`config.mk`:
```
export PLATFORM = sky130hd
export DESIGN_NAME = uart_cmd_parser
export DESIGN_NICKNAME = d
export VERILOG_FILES = /design/src/rtl/uart_cmd_parser_pkg.sv /design/src/rtl/uart_timeout.sv /design/src/rtl/uart_cmd_parser.sv
export SDC_FILE = /design/constraint.sdc
export NUM_CORES = 1
export LEC_CHECK = 0
export ABC_CLOCK_PERIOD_IN_PS = 2600
export BUFFER_PORTS_ARGS = -buffer_cell sky130_fd_sc_hd__buf_2
export CELL_PAD_IN_SITES_DETAIL_PLACEMENT = 0
export CELL_PAD_IN_SITES_GLOBAL_PLACEMENT = 1
export CORE_MARGIN = 3
export CORE_UTILIZATION = 47
export DETAILED_ROUTE_END_ITERATION = 16
export PLACE_DENSITY_LB_ADDON = 0.08
export SYNTH_ARGS = -nofsm -noshare
export SYNTH_HDL_FRONTEND = slang
export SYNTH_SLANG_ARGS = --single-unit
```
`constraint.sdc`:
```
create_clock -name clk -period 2.6 [get_ports clk]
set_input_delay 0.26 -clock clk [delete_from_list [all_inputs] [get_ports clk]]
set_output_delay 0.26 -clock clk [all_outputs]
set_load 0.02 [all_outputs]
```
`src/rtl/uart_cmd_parser_pkg.sv`:
```
// Shared constants for the UART-side blocks: sync byte, parser state encoding
// and rejection cause codes.
package uart_cmd_parser_pkg;

  localparam logic [7:0] SYNC_BYTE = 8'hAA;

  typedef enum logic [2:0] {
    ST_IDLE    = 3'd0,
    ST_CMD     = 3'd1,
    ST_LEN     = 3'd2,
    ST_PAYLOAD = 3'd3,
    ST_CSUM    = 3'd4
  } state_t;

  localparam logic [1:0] ERR_NONE    = 2'd0;
  localparam logic [1:0] ERR_CSUM    = 2'd1;
  localparam logic [1:0] ERR_LEN     = 2'd2;
  localparam logic [1:0] ERR_TIMEOUT = 2'd3;

endpackage

```
`src/rtl/uart_timeout.sv`:
```
// Inter-byte timeout counter: counts idle cycles, saturates at the terminal
// count and flags it on expired.
module uart_timeout #(
  parameter int TIMEOUT_CLKS = 50000
) (
  input  logic clk,
  input  logic rst_n,
  input  logic clear,
  output logic expired
);

  localparam int CW = (TIMEOUT_CLKS > 1) ? $clog2(TIMEOUT_CLKS) : 1;
  localparam logic [CW-1:0] TERM = CW'(TIMEOUT_CLKS - 1);

  logic [CW-1:0] cnt;

  // Holds at the terminal count instead of wrapping.
  always_ff @(posedge clk or negedge rst_n) begin
    if (!rst_n)
      cnt <= '0;
    else if (clear)
      cnt <= '0;
    else if (cnt != TERM)
      cnt <= cnt + CW'(1);
  end

  assign expired = (cnt == TERM);

endmodule

```
`src/rtl/uart_cmd_parser.sv`:
```
// Frame parser for SYNC, CMD, LEN, payload, CSUM command frames arriving from
// a UART receiver; publishes good frames and reports rejections.
module uart_cmd_parser
  import uart_cmd_parser_pkg::*;
#(
  parameter int MAX_PAYLOAD  = 4,
  parameter int TIMEOUT_CLKS = 50000
) (
  input  logic        clk,
  input  logic        rst_n,
  input  logic [7:0]  rx_data,
  input  logic        rx_valid,
  output logic [7:0]  cmd,
  output logic [31:0] payload,
  output logic [2:0]  payload_len,
  output logic        frame_valid,
  output logic        frame_err,
  output logic [1:0]  err_code,
  output logic        busy,
  output logic [2:0]  fsm_state
);

  // rx_valid is a one-cycle strobe with no back-pressure: rx_data is consumed
  // on every cycle it is high, and the parser only moves on such cycles
  // (the timeout is the only exception).
  localparam logic [7:0] MAX_LEN = 8'(MAX_PAYLOAD);

  state_t      state, next_state;
  logic [7:0]  cmd_sh, csum;
  logic [31:0] pay_sh;
  logic [2:0]  len_sh;
  logic [1:0]  idx;
  logic        accept, reject;
  logic [1:0]  rej_code;
  logic        expired;

  uart_timeout #(.TIMEOUT_CLKS(TIMEOUT_CLKS)) u_timeout (
    .clk     (clk),
    .rst_n   (rst_n),
    .clear   (rx_valid || (state == ST_IDLE)),
    .expired (expired)
  );

  always_ff @(posedge clk or negedge rst_n) begin
    if (!rst_n) state <= ST_IDLE;
    else        state <= next_state;
  end

  always_comb begin
    next_state = state;
    accept     = 1'b0;
    reject     = 1'b0;
    rej_code   = ERR_NONE;
    case (state)
      ST_IDLE:    if (rx_valid && rx_data == SYNC_BYTE) next_state = ST_CMD;
      ST_CMD:     if (rx_valid) next_state = ST_LEN;
      ST_LEN: begin
        if (rx_valid) begin
          if (rx_data > MAX_LEN) begin
            reject     = 1'b1;
            rej_code   = ERR_LEN;
            next_state = ST_IDLE;
          end else if (rx_data == 8'd0) begin
            next_state = ST_CSUM;
          end else begin
            next_state = ST_PAYLOAD;
          end
        end
      end
      ST_PAYLOAD: if (rx_valid && ({1'b0, idx} == len_sh - 3'd1)) next_state = ST_CSUM;
      ST_CSUM: begin
        if (rx_valid) begin
          if (rx_data == csum) begin
            accept = 1'b1;
          end else begin
            reject   = 1'b1;
            rej_code = ERR_CSUM;
          end
          next_state = ST_IDLE;
        end
      end
      default:    next_state = ST_IDLE;
    endcase
    // A byte arriving on the terminal-count cycle takes priority.
    if (state != ST_IDLE && !rx_valid && expired) begin
      reject     = 1'b1;
      rej_code   = ERR_TIMEOUT;
      next_state = ST_IDLE;
    end
  end

  // Shadow registers collect the frame in flight.
  always_ff @(posedge clk or negedge rst_n) begin
    if (!rst_n) begin
      cmd_sh <= '0;
      csum   <= '0;
      pay_sh <= '0;
      len_sh <= '0;
      idx    <= '0;
    end else if (rx_valid) begin
      case (state)
        ST_CMD: begin
          cmd_sh <= rx_data;
          csum   <= rx_data;
        end
        ST_LEN: begin
          len_sh <= rx_data[2:0];
          csum   <= csum ^ rx_data;
          pay_sh <= '0;
          idx    <= '0;
        end
        ST_PAYLOAD: begin
          pay_sh[{idx, 3'b000} +: 8] <= rx_data;
          csum <= csum ^ rx_data;
          idx  <= idx + 2'd1;
        end
        default: ;
      endcase
    end
  end

  always_ff @(posedge clk or negedge rst_n) begin
    if (!rst_n) begin
      frame_valid <= 1'b0;
      frame_err   <= 1'b0;
      err_code    <= ERR_NONE;
      cmd         <= '0;
      payload     <= '0;
      payload_len <= '0;
    end else begin
      frame_valid <= accept;
      frame_err   <= reject;
      if (reject) err_code <= rej_code;
      if (accept) begin
        cmd         <= cmd_sh;
        payload     <= pay_sh;
        payload_len <= len_sh;
      end
    end
  end

  assign busy      = (state != ST_IDLE);
  assign fsm_state = state;

endmodule

```
==> results.py <==
metrics = {
    "clock_tree": {
        "ctsLongestPathBuffers": 2,
        "cts_tree": "built",
        "clk_pin_slew_worst_paths_ns": 0.05,
        "cts_sinks": 119,
        "h-tree-depth": 4,
        "number_of_cts_inserted_buffers": 17,
        "clk-insertion-delay-late_ns": 0.41,
        "cts-root-buf": "sky130_fd_sc_hd__clkbuf_16",
    },
    "logic_synthesis": {
        "postSynthNetCount": 449,
        "compound_cell_area_share_of_the_yosys_netlist": 0.1256,
        "synth-seq-cells": 119,
        "synth-adder-area-share": 0.01622,
        "synth-warning-count": 0,
        "synth.lib_cells_used.distinct": 47,
        "postSynthAreaPerCell_um2": 12.53,
        "ys_seq_area_frac": 0.5516,
        "post_synth_mux_area_share": 0.1356,
        "netlist_area_um2": 5399,
        "yosys.area_share.simple": 0.1038,
        "synth_top_family_by_area": "multiplexers",
        "cells_after_synth": 431,
        "synth-xor-area-share": 0.03082,
    },
    "timing": {
        "fin_crit_sh": 0.8235,
        "hold_viol": 0,
        "timing.max_slew.rel_slack": 0.5258,
        "max_freq_ghz": 0.4671,
        "setup_tns_ns": 0,
        "rsz0062_at_grt": "false",
        "worst_slew_pin_slew_ns": 0.7113,
        "final.setup_skew_ns": 0.01072,
        "period_minus_slack_ns": 2.141,
        "finalSetupViolations": 0,
        "drv_slew": 0,
        "holdWs_ns": 0.1654,
    },
    "power_and_ir_drop": {
        "power.leakage_nw": 3.369,
        "powerDensity_nw_per_um2": 929.0,
        "vdd.ir_drop.worst_uv": 495.7,
        "power_mw": 6.068,
    },
    "finish": {
        "mostFrequentLayoutCell": "sky130_fd_sc_hd__dfrtp_1",
        "antenna_cells_inserted": 0,
        "flow.area_growth_from_synthesis_pct": 21.00,
        "final_layout_size_suffix_gt1_frac": 0.3196,
        "final_net_count": 515,
        "final_cell_mix": "119 x sky130_fd_sc_hd__dfrtp_1, 60 x sky130_fd_sc_hd__buf_2, 39 x sky130_fd_sc_hd__mux2_4",
    },
    "route": {
        "ant_nets": 0,
        "initial_drt_markers": 228,
        "routed-via-count": 3606,
        "avgViaCountPerCell": 5.548,
        "drc_errors": 0,
        "detail_route.first_pass.iterations": 4,
        "routedWlPerCell_um": 17.87,
        "drt_wl_total_mm": 11.62,
    },
    "die": {
        "design.die.area_um2": 12810,
        "core_region_area_um2": 11030,
        "die_h_um": 113.2,
        "core.rowCount": 38,
        "top_level_ports": 62,
        "die_width_um": 113.2,
        "floorplan.initialDensity": 0.4895,
    },
    "worst_setup_path": {
        "cp-end-kind": "register",
        "timing.critical_path.required_ns": 2.94,
        "worst_setup_path_start_kind": "register",
        "critical_path_peak_fanout": 12,
        "arrival_ns": 2.48,
        "critical_path_class": "register to register",
    },
    "global_route": {
        "globalRouteOverflowTotal": 0,
        "wire_length_of_the_first_global_routing_pass_mm": 19.89,
        "largest_net_degree_at_the_start_of_global_routing": 59,
        "grt_antenna_before_repair": 0,
        "grt_util_all_layers": 0.1978,
        "first_global_vias": 3738,
    },
    "run_status": {
        "run_status": "complete, no violations",
    },
    "placed_design": {
        "globalplace.congestion": 0.8094,
        "place.port_buffers": 61,
        "dpl.hpwl_mm": 7.694,
    },
    "worst_hold_path": {
        "timing.hold.worst.class": "primary input to register",
    },
    "run": {
        "timing.max_cap.violations": 0,
    },
}
## flip-flops by register name, summed over array words and instances, names as in the netlist, 3 cells and up
| name | cells |
|---|---|
| fsm_state | 3 |
| payload | 32 |
| payload_len | 3 |
| pay_sh | 32 |
| csum | 8 |
| u_timeout.cnt | 16 |
| cmd | 8 |
| cmd_sh | 8 |
| len_sh | 3 |
## logic make-up (layout without fill, tap and decap cells)
| logic type | count (synthesis) | in the layout |
|---|---|---|
| flops | 119 | 119 |
| simple gates | 99 | 99 |
| mux | 52 | 52 |
| xor+xnor | 19 | 19 |
| fa+ha+maj | 7 | 7 |
| buf+inv | 43 | 122 |
| compound gates | 92 | 92 |
## per-stage QoR
step | worst slack [ns] | std cells | area [um2] | utilization
final | 0.4590 | 650 | 6533 | 0.5922
after global routing | 0.2945 | 650 | 6533 | 0.5922
after floorplan | 0.7600 | 431 | 5399 | -
after detailed placement | 0.4671 | 617 | 5844 | 0.5298
after global placement | 0.4941 | 617 | 5844 | 0.5298
after CTS | 0.4436 | 650 | 6533 | 0.5922
## Yosys cell counts, drive strengths merged
master | number | area, um2
dfrtp | 119 | 2978
mux2 | 52 | 731.9
nor2 | 33 | 123.9
a22o | 32 | 280.3
clkbuf | 18 | 67.56
xor2 | 17 | 148.9
inv | 16 | 60.06
nand2 | 16 | 60.06
a21oi | 15 | 75.07
o21ai | 15 | 75.07
nand3 | 12 | 60.06
a31oi | 10 | 62.56
a311oi | 8 | 70.07
buf | 8 | 65.06
ha | 7 | 87.58
nand4 | 6 | 37.54
or4 | 5 | 45.04
and4 | 4 | 35.03
or3 | 4 | 25.02
and4b | 3 | 30.03
nor3 | 3 | 15.01
a21o | 2 | 15.01
and3 | 2 | 12.51
nand4b | 2 | 32.53
nor4 | 2 | 18.77
nor4b | 2 | 17.52
o211ai | 2 | 15.01
o31ai | 2 | 20.02
o41ai | 2 | 32.53
xnor2 | 2 | 17.52
a21boi | 1 | 7.510
a2bb2oi | 1 | 8.760
a31o | 1 | 8.760
clkinv | 1 | 3.750
nand2b | 1 | 6.260
nor2b | 1 | 6.260
nor3b | 1 | 18.77
nor4bb | 1 | 10.01
o21a | 1 | 7.510
or2 | 1 | 6.260
## critical path, cell delays in order, from the launching register on
cell and delay (ns):
sky130_fd_sc_hd__dfrtp_1 0.58, sky130_fd_sc_hd__buf_4 0.23, sky130_fd_sc_hd__nand2_1 0.09, sky130_fd_sc_hd__or4_4 0.52, sky130_fd_sc_hd__nor2_1 0.43, sky130_fd_sc_hd__a22o_1 0.23
## final timing paths
kind,startpoint,to,slack (ns),cells past startpoint
min in group asynchronous,rst_n,payload[21],0.45,2
max,fsm_state[1],pay_sh[11],0.46,5
min,rx_valid,fsm_state[1],0.17,2
min reg2reg,err_code[1],err_code[1],0.48,1
max in group asynchronous,rst_n,frame_err,1.43,3
max reg2reg,fsm_state[1],pay_sh[11],0.46,5
## where the power goes
part	internal [mW]	switching (mW)
Clock	1.85	0.815
Sequential	2.09	0.222
Combinational	0.467	0.619
## layer usage
metal | vias up | global-route usage | part of all wire
li1 | 1707 | - | -
met1 | 1785 | 0.2703 | 0.46
met2 | 97 | 0.3085 | 0.48
met3 | 17 | 0.04706 | 0.053
met4 | 0 | 0.07292 | 0.014
met5 | - | 0 | 0
## what timing repair did
| action | CTS | global route |
|---|---|---|
| hold buffers | 1 | 0 |
| resized for setup | 0 | 0 |
| buffers inserted | 0 | 0 |
| endpoints found under the hold margin | 56 | 0 |
## layout make-up
cell class                 instances  area (um2)
multi-input combinational        269        2225
clock buffer                      21       460.4
sequential                       119        2978
inverter                          17       63.81
fill                             927        4498
tap                              140       175.2
clock inverter                    11       217.7
timing repair buffer              73       412.9
Power figures use the tool's default switching activity.
